--- src/rtl/tluh_pkg.sv ---
// TL-UH shared widths, burst constant, and arbiter owner-FIFO entry plus beat-count helpers.
// Latency: none (package).
// Backpressure: n/a.
package tluh_pkg;

    localparam int TL_AW  = 32;
    localparam int TL_DW  = 32;
    localparam int TL_DBW = TL_DW / 8;
    localparam int TL_SZW = 2;

    // log2 size that makes a 64-bit access span two 32-bit beats
    localparam logic [TL_SZW-1:0] TL_BURST_SZ = 2'd3;

    // Owner id field is sized for up to 16 hosts; arbiters use the low HIDW bits.
    localparam int TL_ARB_IDW = 4;

    typedef struct packed {
        logic [TL_ARB_IDW-1:0] id;
        logic [1:0]            rsp_beats;
    } tluh_arb_entry_t;

    // Writes and atomics carry data, so a burst-sized one needs two request beats.
    function automatic logic [1:0] req_beats(input logic [TL_SZW-1:0] size,
                                             input logic              we,
                                             input logic [2:0]        op);
        return (size == TL_BURST_SZ && (we || op != 3'd0)) ? 2'd2 : 2'd1;
    endfunction

    // Reads and atomics return data, so a burst-sized one returns two response beats.
    function automatic logic [1:0] rsp_beats(input logic [TL_SZW-1:0] size,
                                             input logic              we,
                                             input logic [2:0]        op);
        return (size == TL_BURST_SZ && (!we || op != 3'd0)) ? 2'd2 : 2'd1;
    endfunction

endpackage

--- src/rtl/tluh_owner_fifo.sv ---
// Small synchronous FIFO holding the owner of each outstanding request, head visible combinationally.
// Latency: push visible at head one cycle later; pop takes effect at the next edge.
// Backpressure: push ignored when full, pop ignored when empty; caller must honour full/empty.
// Ports: clk_i/rst_i, push/push_dat, pop, full, empty, count, head_dat.
module tluh_owner_fifo #(
    parameter  int DEPTH = 2,
    parameter  int W     = 8,
    localparam int PW    = (DEPTH > 1) ? $clog2(DEPTH) : 1,
    localparam int CW    = $clog2(DEPTH + 1)
) (
    input  logic          clk_i,
    input  logic          rst_i,
    input  logic          push,
    input  logic [W-1:0]  push_dat,
    input  logic          pop,
    output logic          full,
    output logic          empty,
    output logic [CW-1:0] count,
    output logic [W-1:0]  head_dat
);

    logic [W-1:0]  mem [DEPTH];
    logic [PW-1:0] wr_ptr, rd_ptr;
    logic          do_push, do_pop;

    assign full     = (int'(count) == DEPTH);
    assign empty    = (count == '0);
    assign do_push  = push & ~full;
    assign do_pop   = pop & ~empty;
    assign head_dat = mem[rd_ptr];

    // Pointers wrap at DEPTH, which need not be a power of two.
    function automatic logic [PW-1:0] ptr_inc(input logic [PW-1:0] p);
        return (int'(p) == DEPTH - 1) ? '0 : p + PW'(1);
    endfunction

    always_ff @(posedge clk_i or posedge rst_i) begin
        if (rst_i) begin
            wr_ptr <= '0;
            rd_ptr <= '0;
            count  <= '0;
            for (int i = 0; i < DEPTH; i++) mem[i] <= '0;
        end else begin
            if (do_push) begin
                mem[wr_ptr] <= push_dat;
                wr_ptr      <= ptr_inc(wr_ptr);
            end
            if (do_pop) rd_ptr <= ptr_inc(rd_ptr);
            case ({do_push, do_pop})
                2'b10:   count <= count + CW'(1);
                2'b01:   count <= count - CW'(1);
                default: count <= count;
            endcase
        end
    end

endmodule

--- src/rtl/tluh_host_arbiter.sv ---
// Round-robin arbiter sharing one TL-UH adapter request port; keeps 2-beat bursts atomic, routes responses in order.
// Latency: request and response paths are combinational (zero cycles); owner bookkeeping updates on the edge.
// Backpressure: no new request while MAX_REQS are outstanding; a locked host that drops req stalls the port.
// Ports: h_* per-host request/grant/response, m_* adapter side, unexp_rsp_o flags a response with no owner.
module tluh_host_arbiter
    import tluh_pkg::*;
#(
    parameter int N_HOSTS  = 4,
    parameter int MAX_REQS = 2
) (
    input  logic                        clk_i,
    input  logic                        rst_i,
    input  logic [N_HOSTS-1:0]          h_req_i,
    output logic [N_HOSTS-1:0]          h_gnt_o,
    input  logic [N_HOSTS*TL_AW-1:0]    h_addr_i,
    input  logic [N_HOSTS-1:0]          h_we_i,
    input  logic [N_HOSTS*TL_DW-1:0]    h_wdata_i,
    input  logic [N_HOSTS*TL_DBW-1:0]   h_be_i,
    input  logic [N_HOSTS*TL_SZW-1:0]   h_size_i,
    input  logic [N_HOSTS*3-1:0]        h_op_i,
    input  logic [N_HOSTS-1:0]          h_arith_i,
    output logic [N_HOSTS-1:0]          h_valid_o,
    output logic [TL_DW-1:0]            h_rdata_o,
    output logic [N_HOSTS-1:0]          h_err_o,
    output logic                        m_req_o,
    output logic [TL_AW-1:0]            m_addr_o,
    output logic                        m_we_o,
    output logic [TL_DW-1:0]            m_wdata_o,
    output logic [TL_DBW-1:0]           m_be_o,
    output logic [TL_SZW-1:0]           m_size_o,
    output logic [2:0]                  m_op_o,
    output logic                        m_arith_o,
    input  logic                        m_gnt_i,
    input  logic                        m_valid_i,
    input  logic [TL_DW-1:0]            m_rdata_i,
    input  logic                        m_err_i,
    output logic                        unexp_rsp_o
);

    localparam int HIDW = $clog2(N_HOSTS);
    localparam int EW   = $bits(tluh_arb_entry_t);
    localparam int CW   = $clog2(MAX_REQS + 1);

    typedef enum logic {ST_IDLE, ST_BURST} state_e;

    state_e          state_q, state_d;
    logic [HIDW-1:0] rr_q, rr_d, lock_q, lock_d;
    logic [HIDW-1:0] search_idx, sel;
    logic [1:0]      beat_cnt_q;

    logic [TL_AW-1:0]  sel_addr;
    logic              sel_we;
    logic [TL_DW-1:0]  sel_wdata;
    logic [TL_DBW-1:0] sel_be;
    logic [TL_SZW-1:0] sel_size;
    logic [2:0]        sel_op;
    logic              sel_arith;

    logic            allowed, req_ok, hs, push;
    logic            fifo_full, fifo_empty;
    logic [CW-1:0]   fifo_count;
    logic [EW-1:0]   head_raw;
    tluh_arb_entry_t head, push_entry;
    logic            rsp_hit, last_beat, pop;

    function automatic logic [HIDW-1:0] inc_mod(input logic [HIDW-1:0] v);
        return (int'(v) == N_HOSTS - 1) ? '0 : v + HIDW'(1);
    endfunction

    // Cyclic search from rr_q: scan offsets high to low so the nearest requester wins.
    always_comb begin
        int idx;
        search_idx = rr_q;
        idx        = 0;
        for (int i = N_HOSTS - 1; i >= 0; i--) begin
            idx = (int'(rr_q) + i) % N_HOSTS;
            if (h_req_i[HIDW'(idx)]) search_idx = HIDW'(idx);
        end
    end

    assign sel = (state_q == ST_BURST) ? lock_q : search_idx;

    assign sel_addr  = h_addr_i[sel*TL_AW +: TL_AW];
    assign sel_we    = h_we_i[sel];
    assign sel_wdata = h_wdata_i[sel*TL_DW +: TL_DW];
    assign sel_be    = h_be_i[sel*TL_DBW +: TL_DBW];
    assign sel_size  = h_size_i[sel*TL_SZW +: TL_SZW];
    assign sel_op    = h_op_i[sel*3 +: 3];
    assign sel_arith = h_arith_i[sel];

    // The second beat of a burst is always allowed: its entry was pushed on beat one.
    // Full blocks a new request even if a pop is happening this cycle.
    assign allowed = (state_q == ST_BURST) || (int'(fifo_count) < MAX_REQS);
    assign req_ok  = h_req_i[sel] & allowed & ~rst_i;
    assign hs      = req_ok & m_gnt_i;

    // Outputs are forced to zero while reset is held.
    assign m_req_o   = req_ok;
    assign m_addr_o  = rst_i ? '0 : sel_addr;
    assign m_we_o    = ~rst_i & sel_we;
    assign m_wdata_o = rst_i ? '0 : sel_wdata;
    assign m_be_o    = rst_i ? '0 : sel_be;
    assign m_size_o  = rst_i ? '0 : sel_size;
    assign m_op_o    = rst_i ? '0 : sel_op;
    assign m_arith_o = ~rst_i & sel_arith;

    always_comb begin
        h_gnt_o = '0;
        if (hs) h_gnt_o[sel] = 1'b1;
    end

    always_comb begin
        state_d            = state_q;
        rr_d               = rr_q;
        lock_d             = lock_q;
        push               = 1'b0;
        push_entry.id      = TL_ARB_IDW'(sel);
        push_entry.rsp_beats = rsp_beats(sel_size, sel_we, sel_op);
        case (state_q)
            ST_IDLE: begin
                if (hs) begin
                    push = 1'b1;
                    if (req_beats(sel_size, sel_we, sel_op) == 2'd2) begin
                        state_d = ST_BURST;
                        lock_d  = sel;
                    end else begin
                        rr_d = inc_mod(sel);
                    end
                end
            end
            ST_BURST: begin
                if (hs) begin
                    rr_d    = inc_mod(lock_q);
                    state_d = ST_IDLE;
                end
            end
            default: state_d = ST_IDLE;
        endcase
    end

    always_ff @(posedge clk_i or posedge rst_i) begin
        if (rst_i) begin
            state_q <= ST_IDLE;
            rr_q    <= '0;
            lock_q  <= '0;
        end else begin
            state_q <= state_d;
            rr_q    <= rr_d;
            lock_q  <= lock_d;
        end
    end

    tluh_owner_fifo #(
        .DEPTH (MAX_REQS),
        .W     (EW)
    ) u_owner_fifo (
        .clk_i    (clk_i),
        .rst_i    (rst_i),
        .push     (push),
        .push_dat (push_entry),
        .pop      (pop),
        .full     (fifo_full),
        .empty    (fifo_empty),
        .count    (fifo_count),
        .head_dat (head_raw)
    );

    assign head = tluh_arb_entry_t'(head_raw);

    assign rsp_hit   = m_valid_i & ~fifo_empty & ~rst_i;
    assign last_beat = ((beat_cnt_q + 2'd1) == head.rsp_beats);
    assign pop       = rsp_hit & last_beat;

    always_ff @(posedge clk_i or posedge rst_i) begin
        if (rst_i)        beat_cnt_q <= '0;
        else if (rsp_hit) beat_cnt_q <= last_beat ? 2'd0 : beat_cnt_q + 2'd1;
    end

    always_comb begin
        h_valid_o = '0;
        h_err_o   = '0;
        for (int i = 0; i < N_HOSTS; i++) begin
            if (rsp_hit && head.id == TL_ARB_IDW'(i)) begin
                h_valid_o[i] = 1'b1;
                h_err_o[i]   = m_err_i;
            end
        end
    end

    assign h_rdata_o   = rst_i ? '0 : m_rdata_i;
    assign unexp_rsp_o = m_valid_i & fifo_empty & ~rst_i;

    // The allowed gate must keep pushes away from a full FIFO.
    a_no_push_full: assert property (@(posedge clk_i) disable iff (rst_i) !(push && fifo_full));

endmodule

--- config.mk ---
export PLATFORM = sky130hd
export DESIGN_NAME = tluh_host_arbiter
export DESIGN_NICKNAME = d
export VERILOG_FILES = /design/src/rtl/tluh_pkg.sv /design/src/rtl/tluh_owner_fifo.sv /design/src/rtl/tluh_host_arbiter.sv
export SDC_FILE = /design/constraint.sdc
export NUM_CORES = 1
export LEC_CHECK = 0
export CORE_AREA = 8 8 175 177
export DETAILED_ROUTE_END_ITERATION = 8
export DIE_AREA = 0 0 183 185
export PLACE_DENSITY = 0.58
export SYNTH_ARGS = -nofsm -noshare
export SYNTH_HDL_FRONTEND = slang
export SYNTH_SLANG_ARGS = --single-unit
--- constraint.sdc ---
create_clock -name clk_i -period 5.3 [get_ports clk_i]
set_clock_uncertainty 0.2 [all_clocks]
set_input_delay 0.53 -clock clk_i [delete_from_list [all_inputs] [get_ports clk_i]]
set_output_delay 0.53 -clock clk_i [all_outputs]
set_load 0.01 [all_outputs]
==> run metrics <==
worst reg-to-reg setup slack 1370 ps; unrepaired setup endpoints after global routing false; element type at the critical path start primary input; Die Area 33900 µm²; net count after synthesis 721; clock sink total 19; maximum number of pins on one net before global-route repair 66; number of nets in the layout 1163; startpoint of the most critical hold path u_owner_fifo.mem[0]; final RePlAce weighted congestion 0.933; die height 185 µm; most common cell after layout, fill and taps aside clkdlybuf4s50_1; data arrival time of the worst path 3970 ps; maximum clock rate ~210 MHz; Power Dens Cells 376 nW/µm²; synthesized area per cell 10.7 µm²; half-perimeter wire length after placement 24300 µm; worst vdd rail ir drop 0.318 mV; row cnt between 60 and 70; Max Cap Violations 0; share of the yosys chip area belonging to registers between 10% and 20%; layout filler cell count 2879; outcome finished, final reports clean; die width 183 µm; period utilisation layout 88.6%; setup TNS 0 ps; count of TritonRoute iterations in the first routing pass 4; count of final max-slew check failures 0; category of the worst setup path capture point output pin; Leak Pwr 3.29 nW; count of flip-flops with a built-in enable after synthesis 0; drt via density 4.18; Residual DRC 0; area after detailed placement 9130 µm²; # setup viols final 0; layout overhead on the synthesized area 129%; peak fanout along the critical path 28; hold violation count in the final report 0; ant diodes 0; hold path depth 1; count of port buffers added during placement around 460; transition time at the pin with the least slew margin between 600 and 700 ps; last element of the critical path m_size_o[1]; starting density of the core 14.3%; post-cts hold buffer count 0; H-tree levels 1; first-iteration detailed-routing DRC count between 200 and 250; worst min-delay path category register to register; Detail Route Antenna Nets 0; area of all sequential standard cells ~480 µm²; CTS buffer count 3; prevailing post-synth register cell dfrtp_1; Ports 462; netlist area before placement about 4000 µm²; total routing usage reported by global routing roughly 15%; number of vias after detailed routing 5014; number of synthesized register bits 19; top library cells by usage in the layout, fill and taps aside clkdlybuf4s50_1, mux4_2, and2_1; wire length of the first global-routing pass around 38000 µm; Worst Path Required ~4600 ps; initial antenna violation count 6; core region area between 20000 and 30000 µm²; TritonCTS clock tree yes; total grt overflow 0; clock-pin slew on the worst setup and hold paths roughly 50 ps; worst setup path startpoint h_req_i[2]; post-cts resize count 0; cell depth of the worst flop-to-flop path 9; Worst R2R Start rr_q[0]; Mapped Cells 374; worst max-slew margin expressed relative to the limit 59.0%; Multi-input gate area 3370 µm²; vias in the first global route 5245; latest clock arrival within the worst-skew pair 250 ps; cell chosen for the clock root clkbuf_16; post-layout minimum cycle time 4700 ps; post-synthesis async set-or-reset flop share between 90% and 100%; worst reg2reg endpoint lock_q[1]; number of different library cells in the post-synthesis netlist 45; layout cell share with drive strength beyond 1 13.9%; area of all placed cells without fillers about 9000 µm²; aggregate routed wire length about 28000 µm; Crit Path Class primary input to output pin; drt wl/cell around 23 µm; buffer depth of the longest clock path 2; buffers inserted by post-CTS timing repair 0; Synth warnings 0
-- cells in the mapped netlist (6+ instances only) --
cell | n | share of area [%]
mux4_2 | 74 | 41
and2_1 | 73 | 11
nor2b_1 | 34 | 5.3
dfrtp_1 | 19 | 12
clkbuf_1 | 18 | 1.7
mux2_2 | 14 | 3.9
buf_2 | 13 | 1.6
nor3_1 | 13 | 1.6
nor2_1 | 12 | 1.1
nand2_1 | 10 | 0.93
mux2i_1 | 8 | 2.0
and3_1 | 7 | 1.1
inv_1 | 7 | 0.65
ha_1 | 6 | 1.9
-- kinds of logic (layout without fill, tap and decap cells) --
kind of cell             after synthesis  in the layout  share of synthesized area [%]
AND/OR/NAND/NOR                      168            168                           25.0
multiplexers                         100            100                           48.8
buffers and inverters                 41            482                           4.42
AO/OA/AOI/OAI                         34             34                           6.79
flip-flops                            19             19                           11.8
adder cells (fa/ha/maj)                6              6                           1.87
XOR/XNOR                               6              6                           1.31
-- registers in the layout (all words and copies together) (netlist names) --
signal               flops
rr_q                     2
state_q                  1
u_owner_fifo.rd_ptr      1
u_owner_fifo.mem         8
u_owner_fifo.count       2
u_owner_fifo.wr_ptr      1
beat_cnt_q               2
lock_q                   2
-- per-stage QoR --
step | worst slack, ps | hold WS, ps | util, % | total power, mW | instances
detailed placement | 607 | 283 | 32.5 | 3.34 | 1195
global route | 489 | 309 | 32.8 | 3.71 | 1199
global placement | 656 | 269 | 32.5 | 3.33 | 1195
finish | 605 | 288 | 32.8 | 3.46 | 1199
CTS | 603 | 295 | 32.8 | 3.52 | 1199
floorplan | 1780 | 258 | - | 2.02 | 374
-- metal layers --
layer / wire length [µm] / part of all wire [%] / global-route usage, %
met3: 2700 / 9.7 / 5.53
met5: 71 / 0.26 / 0
met2: 13800 / 49 / 25.9
met4: 434 / 1.6 / 2.50
met1: 10900 / 39 / 18.4
-- worst max-delay path: stages --
cell and delay [ps]:
clkdlybuf4s50_1 510, nand2b_1 190, mux4_2 520, and4_4 240, nor3_4 440, buf_12 270, mux4_2 510, and2_1 190
clkdlybuf4s50_1 540
-- how the worst min path moves through the flow --
stage | endpoint | slack (ps)
final | u_owner_fifo.mem[0] | 290
after detailed placement | u_owner_fifo.mem[0] | 280
after floorplan | u_owner_fifo.mem[0] | 260
after global routing | u_owner_fifo.mem[0] | 310
after global placement | u_owner_fifo.mem[0] | 270
after CTS | u_owner_fifo.mem[0] | 300
-- report_power, final --
part	switching, mW	leakage [nW]	internal [mW]
Sequential	0.0897	0.241	0.211
Clock	0.0507	0.0409	0.101
Combinational	1.29	3.01	1.72
-- area by class of cell --
| cell class | instances | area share [%] |
|---|---|---|
| Timing Repair Buffer | 471 | 51.9 |
| Multi-Input combinational cell | 314 | 36.6 |
| Tap cell | 384 | 5.22 |
| Sequential cell | 19 | 5.16 |
| Clock buffer | 3 | 0.815 |
| Inverter | 7 | 0.313 |
| Clock inverter | 1 | 0.0544 |
Power figures use the tool's default switching activity.
